$ cat src/rtl/intersection_phase_scheduler_if.sv
// Sensor/button inputs and light/phase outputs of the intersection phase scheduler.
// master drives the sensors and buttons, slave is the scheduler itself.
interface intersection_phase_scheduler_if;
    logic       sa;
    logic       sb;
    logic       ba;
    logic       bb;
    logic [1:0] a;
    logic [1:0] b;
    logic [1:0] pa;
    logic [1:0] pb;
    logic [2:0] phase;

    modport master (output sa, sb, ba, bb, input a, b, pa, pb, phase);
    modport slave  (input sa, sb, ba, bb, output a, b, pa, pb, phase);
endinterface

$ cat src/rtl/intersection_phase_scheduler.sv
// Demand-driven two-road phase sequencer with min/max green, yellow, all-red and ped walk timing.
// Latency: lights and phase are registered and change on the same edge as the state.
// Backpressure: none; sensors are sampled every cycle and button presses are latched until served.
module intersection_phase_scheduler #(
    parameter int GREEN_MIN = 4,
    parameter int GREEN_MAX = 12,
    parameter int YELLOW_T  = 2,
    parameter int ALLRED_T  = 1,
    parameter int WALK_T    = 3,
    parameter int FLASH_T   = 2,
    parameter int TW        = 4
) (
    input  logic                          clk,
    input  logic                          rst_n,
    intersection_phase_scheduler_if.slave bus
);
    typedef enum logic [2:0] {
        RST_RED = 3'd0,
        A_GRN   = 3'd1,
        A_YEL   = 3'd2,
        RED_AB  = 3'd3,
        B_GRN   = 3'd4,
        B_YEL   = 3'd5,
        RED_BA  = 3'd6
    } state_t;

    localparam logic [1:0] CAR_RED = 2'b00;
    localparam logic [1:0] CAR_YEL = 2'b01;
    localparam logic [1:0] CAR_GRN = 2'b10;
    localparam logic [1:0] PED_DW  = 2'b00;
    localparam logic [1:0] PED_FL  = 2'b01;
    localparam logic [1:0] PED_WK  = 2'b10;

    localparam int WALK_MIN = (WALK_T + FLASH_T > GREEN_MIN) ? (WALK_T + FLASH_T) : GREEN_MIN;

    // Timer values at which a state of the given duration is on its last cycle.
    localparam logic [TW-1:0] T_ALLRED = TW'(ALLRED_T - 1);
    localparam logic [TW-1:0] T_YEL    = TW'(YELLOW_T - 1);
    localparam logic [TW-1:0] T_MIN    = TW'(GREEN_MIN - 1);
    localparam logic [TW-1:0] T_MINW   = TW'(WALK_MIN - 1);
    localparam logic [TW-1:0] T_MAX    = TW'(GREEN_MAX - 1);
    localparam logic [TW-1:0] T_WALK   = TW'(WALK_T);
    localparam logic [TW-1:0] T_FLASH  = TW'(WALK_T + FLASH_T);
    localparam logic [TW-1:0] T_SAT    = '1;

    state_t        state, nxt_state;
    logic [TW-1:0] timer, nxt_timer;
    logic          req_a, req_b, walk_a, walk_b;
    logic          nxt_req_a, nxt_req_b, nxt_walk_a, nxt_walk_b;
    logic          dem_a, dem_b, moved;
    logic [1:0]    car_a, car_b, ped_a, ped_b;
    logic [1:0]    nxt_car_a, nxt_car_b, nxt_ped_a, nxt_ped_b;

    function automatic logic [1:0] ped_code(input logic walk, input logic [TW-1:0] t);
        if (!walk)          return PED_DW;
        else if (t < T_WALK)  return PED_WK;
        else if (t < T_FLASH) return PED_FL;
        else                  return PED_DW;
    endfunction

    always_comb begin
        dem_a     = bus.sa | req_a;
        dem_b     = bus.sb | req_b;
        nxt_state = state;
        case (state)
            RST_RED: if (timer >= T_ALLRED) nxt_state = A_GRN;
            A_GRN:   if (timer >= (walk_a ? T_MINW : T_MIN) && dem_b && (!bus.sa || timer >= T_MAX))
                         nxt_state = A_YEL;
            A_YEL:   if (timer >= T_YEL)    nxt_state = RED_AB;
            RED_AB:  if (timer >= T_ALLRED) nxt_state = B_GRN;
            B_GRN:   if (timer >= (walk_b ? T_MINW : T_MIN) && dem_a && (!bus.sb || timer >= T_MAX))
                         nxt_state = B_YEL;
            B_YEL:   if (timer >= T_YEL)    nxt_state = RED_BA;
            RED_BA:  if (timer >= T_ALLRED) nxt_state = A_GRN;
            default: nxt_state = RST_RED;
        endcase

        moved     = (nxt_state != state);
        nxt_timer = moved ? '0 : ((timer == T_SAT) ? timer : timer + TW'(1));

        // A walk is granted on the entry edge; a press on that same edge re-latches for next time.
        nxt_walk_a = (moved && nxt_state == A_GRN) ? req_a : (walk_a && nxt_state == A_GRN);
        nxt_walk_b = (moved && nxt_state == B_GRN) ? req_b : (walk_b && nxt_state == B_GRN);
        nxt_req_a  = bus.ba | (req_a & ~(moved && nxt_state == A_GRN));
        nxt_req_b  = bus.bb | (req_b & ~(moved && nxt_state == B_GRN));

        nxt_car_a = (nxt_state == A_GRN) ? CAR_GRN : (nxt_state == A_YEL) ? CAR_YEL : CAR_RED;
        nxt_car_b = (nxt_state == B_GRN) ? CAR_GRN : (nxt_state == B_YEL) ? CAR_YEL : CAR_RED;
        nxt_ped_a = ped_code(nxt_walk_a, nxt_timer);
        nxt_ped_b = ped_code(nxt_walk_b, nxt_timer);
    end

    always_ff @(posedge clk or negedge rst_n) begin
        if (!rst_n) begin
            state  <= RST_RED;
            timer  <= '0;
            req_a  <= 1'b0;
            req_b  <= 1'b0;
            walk_a <= 1'b0;
            walk_b <= 1'b0;
            car_a  <= CAR_RED;
            car_b  <= CAR_RED;
            ped_a  <= PED_DW;
            ped_b  <= PED_DW;
        end else begin
            state  <= nxt_state;
            timer  <= nxt_timer;
            req_a  <= nxt_req_a;
            req_b  <= nxt_req_b;
            walk_a <= nxt_walk_a;
            walk_b <= nxt_walk_b;
            car_a  <= nxt_car_a;
            car_b  <= nxt_car_b;
            ped_a  <= nxt_ped_a;
            ped_b  <= nxt_ped_b;
        end
    end

    assign bus.a     = car_a;
    assign bus.b     = car_b;
    assign bus.pa    = ped_a;
    assign bus.pb    = ped_b;
    assign bus.phase = state;
endmodule

$ cat src/flat_wrapper.sv
// flat-port wrapper written by rule: the top's interface ports become plain ports
module intersection_phase_scheduler_flat 
#(
    parameter int GREEN_MIN = 4,
    parameter int GREEN_MAX = 12,
    parameter int YELLOW_T  = 2,
    parameter int ALLRED_T  = 1,
    parameter int WALK_T    = 3,
    parameter int FLASH_T   = 2,
    parameter int TW        = 4
)
  (clk, rst_n, bus_sa, bus_sb, bus_ba, bus_bb, bus_a, bus_b, bus_pa, bus_pb, bus_phase);
  intersection_phase_scheduler_if bus_i ();
  input  logic clk;
  input  logic rst_n;
  input wire logic [$bits(bus_i.sa)-1:0] bus_sa;
  input wire logic [$bits(bus_i.sb)-1:0] bus_sb;
  input wire logic [$bits(bus_i.ba)-1:0] bus_ba;
  input wire logic [$bits(bus_i.bb)-1:0] bus_bb;
  output wire logic [$bits(bus_i.a)-1:0] bus_a;
  output wire logic [$bits(bus_i.b)-1:0] bus_b;
  output wire logic [$bits(bus_i.pa)-1:0] bus_pa;
  output wire logic [$bits(bus_i.pb)-1:0] bus_pb;
  output wire logic [$bits(bus_i.phase)-1:0] bus_phase;
  assign bus_i.sa = bus_sa;
  assign bus_i.sb = bus_sb;
  assign bus_i.ba = bus_ba;
  assign bus_i.bb = bus_bb;
  assign bus_a = bus_i.a;
  assign bus_b = bus_i.b;
  assign bus_pa = bus_i.pa;
  assign bus_pb = bus_i.pb;
  assign bus_phase = bus_i.phase;
  intersection_phase_scheduler #(.GREEN_MIN(GREEN_MIN), .GREEN_MAX(GREEN_MAX), .YELLOW_T(YELLOW_T), .ALLRED_T(ALLRED_T), .WALK_T(WALK_T), .FLASH_T(FLASH_T), .TW(TW)) u_core (.clk(clk), .rst_n(rst_n), .bus(bus_i));
endmodule
$ cat config.mk
export PLATFORM = sky130hd
export DESIGN_NAME = intersection_phase_scheduler_flat
export DESIGN_NICKNAME = d
export VERILOG_FILES = /design/src/rtl/intersection_phase_scheduler_if.sv /design/src/rtl/intersection_phase_scheduler.sv /design/src/flat_wrapper.sv
export SDC_FILE = /design/constraint.sdc
export NUM_CORES = 1
export LEC_CHECK = 0
export ABC_CLOCK_PERIOD_IN_PS = 4200
export CAP_MARGIN = 5
export CORE_MARGIN = 2
export CORE_UTILIZATION = 44
export DETAILED_ROUTE_END_ITERATION = 12
export GPL_ROUTABILITY_DRIVEN = 0
export PLACE_DENSITY = 0.69
export SLEW_MARGIN = 5
export SYNTH_ARGS = -nofsm -noshare
export SYNTH_HDL_FRONTEND = slang
export SYNTH_SLANG_ARGS = --single-unit
$ cat constraint.sdc
create_clock -name clk -period 4.2 [get_ports clk]
set_input_delay 0.84 -clock clk [delete_from_list [all_inputs] [get_ports clk]]
set_output_delay 0.84 -clock clk [all_outputs]
set_load 0.005 [all_outputs]
After elaboration in Yosys (flattened, before gate mapping)
Cells that the tools add are included.
{"block": "word_totals", "reg_bits": 19, "input_bits": 6, "output_inout_bits": 11, "elab_cells": 73}
{"block": "classes", "n_addsub": 1, "magnitude_cmp": 7, "eq_ne": 12, "mux": 21, "bitwise": 8, "n_reduce_logical": 14}
{"operator": "two-way mux 3 bit", "n": 8}
{"operator": "case mux 3 bit (6 select lines)", "n": 1}
{"operator": "equality test 3 bit (second input constant)", "n": 5}
{"operator": "two-way mux 2 bit", "n": 5}
{"operator": "equality test 3 x 2 -> 1 bit (second input constant)", "n": 3}
{"operator": "greater-or-equal comparator 4 x 1 -> 1 bit (second input constant)", "n": 2}
{"operator": "greater-or-equal comparator 4 bit", "n": 2}
{"operator": "logical AND 1 bit", "n": 8}
{"operator": "two-way mux 4 bit", "n": 2}
{"operator": "equality test 3 x 1 -> 1 bit (second input constant)", "n": 2}
{"operator": "two-way mux 1 bit", "n": 5}
{"operator": "adder 4 x 1 -> 4 bit (second input constant)", "n": 1}
{"operator": "equality test 4 bit (second input constant)", "n": 1}
{"operator": "greater-or-equal comparator 4 bit (second input constant)", "n": 1}
{"operator": "less-than comparator 4 x 2 -> 1 bit (second input constant)", "n": 1}
{"operator": "less-than comparator 4 x 3 -> 1 bit (second input constant)", "n": 1}
{"operator": "OR 1 bit", "n": 4}
{"operator": "logical NOT 3 bit", "n": 1}
{"operator": "inequality test 3 bit", "n": 1}
{"operator": "bitwise AND 1 bit", "n": 2}
{"operator": "logical NOT 1 bit", "n": 2}
{"operator": "logical OR 1 bit", "n": 2}
{"operator": "NOT 1 bit", "n": 2}
{"operator": "OR reduction 2 bit", "n": 1}

Longest topological paths before layout
{"block": "depth", "word_depth": 12, "depth_mapped": 7, "depth_no_buf": 7}

Worst setup path before layout
OpenSTA, ideal clock, no wires.
{"block": "synth_timing", "path_kind": "register to register", "start": "register u_core.timer[0]", "end": "register u_core.ped_a[0] (netlist: u_core.bus.pa[0])", "setup_ns": 0.096, "t_arrival_ns": 1.921, "required_time_ns": 4.104, "slack_ns": 2.184, "path_stages_with_launch": 8, "path_buffers": 0, "synth_period_minus_slack_ns": 2.016, "cell_sequence": "dfrtp_1 -> inv_1 -> ha_1 -> or3b_1 -> o221ai_1 -> o21ai_0 -> o22a_1 -> nor4_2"}
{"block": "synth_between", "elab_chain_cells": 11, "elab_cells_between_ends": 32, "classes_between": "1 x add/sub; 7 x order compare; 3 x eq/ne; 13 x mux; 8 x reduce/logical"}
{"item": "from (decl)", "line": "intersection_phase_scheduler.sv:47", "rtl": "logic [TW-1:0] timer, nxt_timer;"}
{"item": "from (signal assigned)", "line": "intersection_phase_scheduler.sv:107", "rtl": "timer <= nxt_timer;"}
{"item": "greater-or-equal comparator 4 bit (on tied branches)", "line": "intersection_phase_scheduler.sv:71, intersection_phase_scheduler.sv:67"}
{"item": "logical AND 1 bit, or another cell as far along", "line": "intersection_phase_scheduler.sv:71", "rtl": "B_GRN: if (timer >= (walk_b ? T_MINW : T_MIN) && dem_a && (!bus.sb || timer >= T_MAX))"}
{"item": "logical AND 1 bit (on tied branches)", "line": "intersection_phase_scheduler.sv:71, intersection_phase_scheduler.sv:67"}
{"item": "two-way mux 3 bit (on tied branches)", "line": "intersection_phase_scheduler.sv:71, intersection_phase_scheduler.sv:67"}
{"item": "case mux 3 bit (6 select lines)", "line": "intersection_phase_scheduler.sv:65", "rtl": "case (state)"}
{"item": "inequality test 3 bit", "line": "intersection_phase_scheduler.sv:78", "rtl": "moved = (nxt_state != state);"}
{"item": "two-way mux 4 bit", "line": "intersection_phase_scheduler.sv:79", "rtl": "nxt_timer = moved ? '0 : ((timer == T_SAT) ? timer : timer + TW'(1));"}
{"item": "less-than comparator 4 x 3 -> 1 bit", "line": "intersection_phase_scheduler.sv:57", "rtl": "else if (t < T_FLASH) return PED_FL;"}
{"item": "two-way mux 1 bit", "line": "intersection_phase_scheduler.sv:57"}
{"item": "two-way mux 2 bit", "line": "intersection_phase_scheduler.sv:56", "rtl": "else if (t < T_WALK) return PED_WK;"}
{"item": "two-way mux 2 bit (*)", "line": "intersection_phase_scheduler.sv:55", "rtl": "if (!walk) return PED_DW;"}
{"item": "via u_core.nxt_ped_a[0]", "line": "intersection_phase_scheduler.sv:52", "rtl": "logic [1:0] nxt_car_a, nxt_car_b, nxt_ped_a, nxt_ped_b;"}
{"item": "to (signal assigned)", "line": "intersection_phase_scheduler.sv:114", "rtl": "ped_a <= nxt_ped_a;"}
{"item": "to (decl)", "line": "intersection_phase_scheduler.sv:51", "rtl": "logic [1:0] car_a, car_b, ped_a, ped_b;"}
The timed path passes the listed nets; every way through them passes the cells marked *.

Worst setup path in the final report
{"block": "layout_timing", "start": "register u_core.state[0] (netlist: u_core.bus.phase[0])", "end": "output bus_phase[0]"}
{"item": "from (decl)", "line": "intersection_phase_scheduler.sv:46", "rtl": "state_t state, nxt_state;"}
{"item": "from (signal assigned)", "line": "intersection_phase_scheduler.sv:106", "rtl": "state <= nxt_state;"}
{"item": "to (decl)", "line": "flat_wrapper.sv:24", "rtl": "output wire logic [$bits(bus_i.phase)-1:0] bus_phase;"}
No word-level cell between the ends.

==> impl_metrics.tcl <==
set metrics [dict create \
    status "complete, no violations" \
    cp_cell_sequence "clkdlybuf4s50_1" \
    syn_inst 117 \
    cts_setup_buffers 0 \
    setup_viol 0 \
    netlist.area_leader.share_pct 39.2 \
    vias 912 \
    drt-initial-drc-count 16 \
    clock-skew-final_ps 1.30 \
    pin_count 17 \
    rsz0062_at_grt "no" \
    cts_buffer_depth 2 \
    initial_core_util_pct 45.2 \
    track_usage_pct 16.3 \
    crit_family "flip-flops" \
    crit_slowest_cell "dfrtp_1" \
    viasPerCell 5.56 \
    ctsResizeCount 0 \
    maxCapViolCount 0 \
    async_flop_share_pct 100 \
    use_met2_pct 26.9 \
    hold_path_class "reg2reg" \
    busiest_layer "met2" \
    core_um2 2690 \
    met3_usage_pct 2.30 \
    required_ps 3360 \
    cp_data_arrival_time_ps 1530 \
    wirelength_um 2360 \
    grt_pass1_wl_um 4120 \
    yosysSeqAreaShare_pct 39.2 \
    syn_avg_cell_area_um2 10.4 \
    globalRouteMet1Util_pct 21.7 \
    fmax_mhz 423 \
    fin_area_um2 1420 \
    tightest_slew_ps 834 \
    critPathKind "reg2out" \
    clockRootBuffer "clkbuf_4" \
    maxSlewViolCount 0 \
    clk_pin_slew_ps 110 \
    netlist_top_cells_area "dfrtp_1 (39%), ha_1 (9.3%), a311oi_4 (4.3%), mux2i_1 (4.1%), o21ai_0 (3.3%)" \
    antenna_cells 0 \
    grt_pass1_vias 932 \
    synth_edf_count 0 \
    critical_path_buf_inv_count 1 \
    dpl_cell_area_um2 1390 \
    clk_latency_ps 300 \
    antenna_found_initial 0 \
    wl_per_cell_um 14.4 \
    cts_tree "built" \
    fp.dieW_um 56.5 \
    yosysUniqueCellTypes 37 \
    areaGrowthSynthToFinish_pct 16.7 \
    die_area_um2 3190 \
    min_period_over_period_pct 56.3 \
    cts_max_level 1 \
    power_density_nw_per_um2 728 \
    yosys_warnings 0 \
    grt_overflow 0 \
    final_antenna_net_count 0 \
    critical_path.endpoint_type "primary output" \
    clock_sinks 19 \
    tns_ps 0 \
    nets 149 \
    hold_viol_final 0 \
    path_max_fanout 12 \
    p_leak_nw 0.584 \
    slew_headroom_pct 44.2 \
    firstDrtPassIters 4 \
    cts_made_buffers 3 \
    synth_ff_type "dfrtp_1" \
    ir_worst_vdd_mv 0.403 \
    critPathLaunchType "flip-flop" \
    synth_top_area_cell "dfrtp_1" \
    port_buffers 16 \
    ys_ff_latch 19 \
    grt_max_degree 20 \
    floorplan.rows 19 \
    syn_area_um2 1210 \
    cpPeakStageDelay_ps 640 \
    post_route_cells_drive_above_1_share_pct 15.8 \
    syn-num-nets 132 \
    drc 0 \
    post-dp-hpwl_um 1810 \
    die-height_um 56.5 \
    holdBufCountCts 0 \
    period_needed_ps 2370 \
]
==> area by class of cell <==
type / instances / area [um^2]
clock buffer: 3 / 22.5
clock inverter: 1 / 7.51
fill: 244 / 1270
inverter: 8 / 30.0
multi-input combinational: 86 / 682
sequential: 19 / 475
tap: 31 / 38.8
timing repair buffer: 16 / 160
==> final timing paths <==
check | slack, ps | to | from | depth (start not counted)
max in group asynchronous | 2680 | u_core.req_a | rst_n | 1
worst min register to register | 550 | u_core.req_b | u_core.req_b | 1
worst max-delay path | 1830 | bus_phase[0] | u_core.bus.phase[0] | 1
worst max register to register | 1880 | u_core.bus.pa[0] | u_core.timer[0] | 7
worst min-delay path | 550 | u_core.req_b | u_core.req_b | 1
min in group asynchronous | 1010 | u_core.bus.pb[1] | rst_n | 1
==> cell usage after synthesis, types with 2 or more instances <==
cell type and number:
a211oi_1 3, a211oi_2 3, a21oi_1 2, a311oi_4 2
and2_1 2, buf_2 3, dfrtp_1 19, ha_1 9
inv_1 8, mux2i_1 5, nand2_1 10, nand2b_1 4
nand3_1 2, nand3b_1 2, nor2_1 7, nor2b_1 2
nor3_1 2, o211ai_1 2, o21ai_0 8, o21ai_2 3
or2_2 3
==> sequential cells by signal, summed over array words and instances (netlist names) <==
signal and cells:
u_core.req_a 1, u_core.timer 4, u_core.bus.b 2, u_core.walk_a 1, u_core.bus.pa 2, u_core.req_b 1
u_core.walk_b 1, u_core.bus.phase 3, u_core.bus.a 2, u_core.bus.pb 2
==> power breakdown <==
| group | internal, mW | switching (mW) |
|---|---|---|
| Combinational | 0.291 | 0.302 |
| Sequential | 0.249 | 0.0940 |
| Clock | 0.0363 | 0.0595 |
| Total | 0.576 | 0.455 |
==> stage by stage <==
step	setup slack, ps	power [mW]	cells	hold slack, ps	utilization, %
after floorplan	2180	0.763	117	457	-
after global placement	1730	0.920	160	527	51.6
after detailed placement	1690	0.942	160	536	51.6
after CTS	1820	1.04	164	564	52.7
after global routing	1740	1.12	164	583	52.7
final	1830	1.03	164	553	52.7
==> cells by family after synthesis <==
logic type / synth area share [%]
AND/OR/NAND/NOR: 17.9
AO/OA/AOI/OAI: 23.4
flip-flops: 39.2
buffers and inverters: 4.64
adder cells (fa/ha/maj): 9.28
multiplexers: 4.12
XOR/XNOR: 1.44
==> cells in the final DEF, fill, tap and decap left out, types with 2 or more instances in the layout <==
cell type	count
o211ai_1	2
a211oi_2	3
nor2b_1	2
dfrtp_1	19
inv_1	8
nand2_1	10
or2_2	3
a311oi_4	2
nor3_1	2
nand3b_1	2
nand2b_1	4
a211oi_1	3
clkbuf_4	3
o21ai_2	3
nor2_1	7
nand3_1	2
and2_1	2
a21oi_1	2
ha_1	9
mux2i_1	5
o21ai_0	8
clkdlybuf4s50_1	16
==> per-layer routing <==
layer	share of wire [%]	routed length [um]
met5	0	0
met1	47	1120
met2	48	1130
met3	3.3	78
met4	1.7	40
Power figures use the tool's default switching activity.
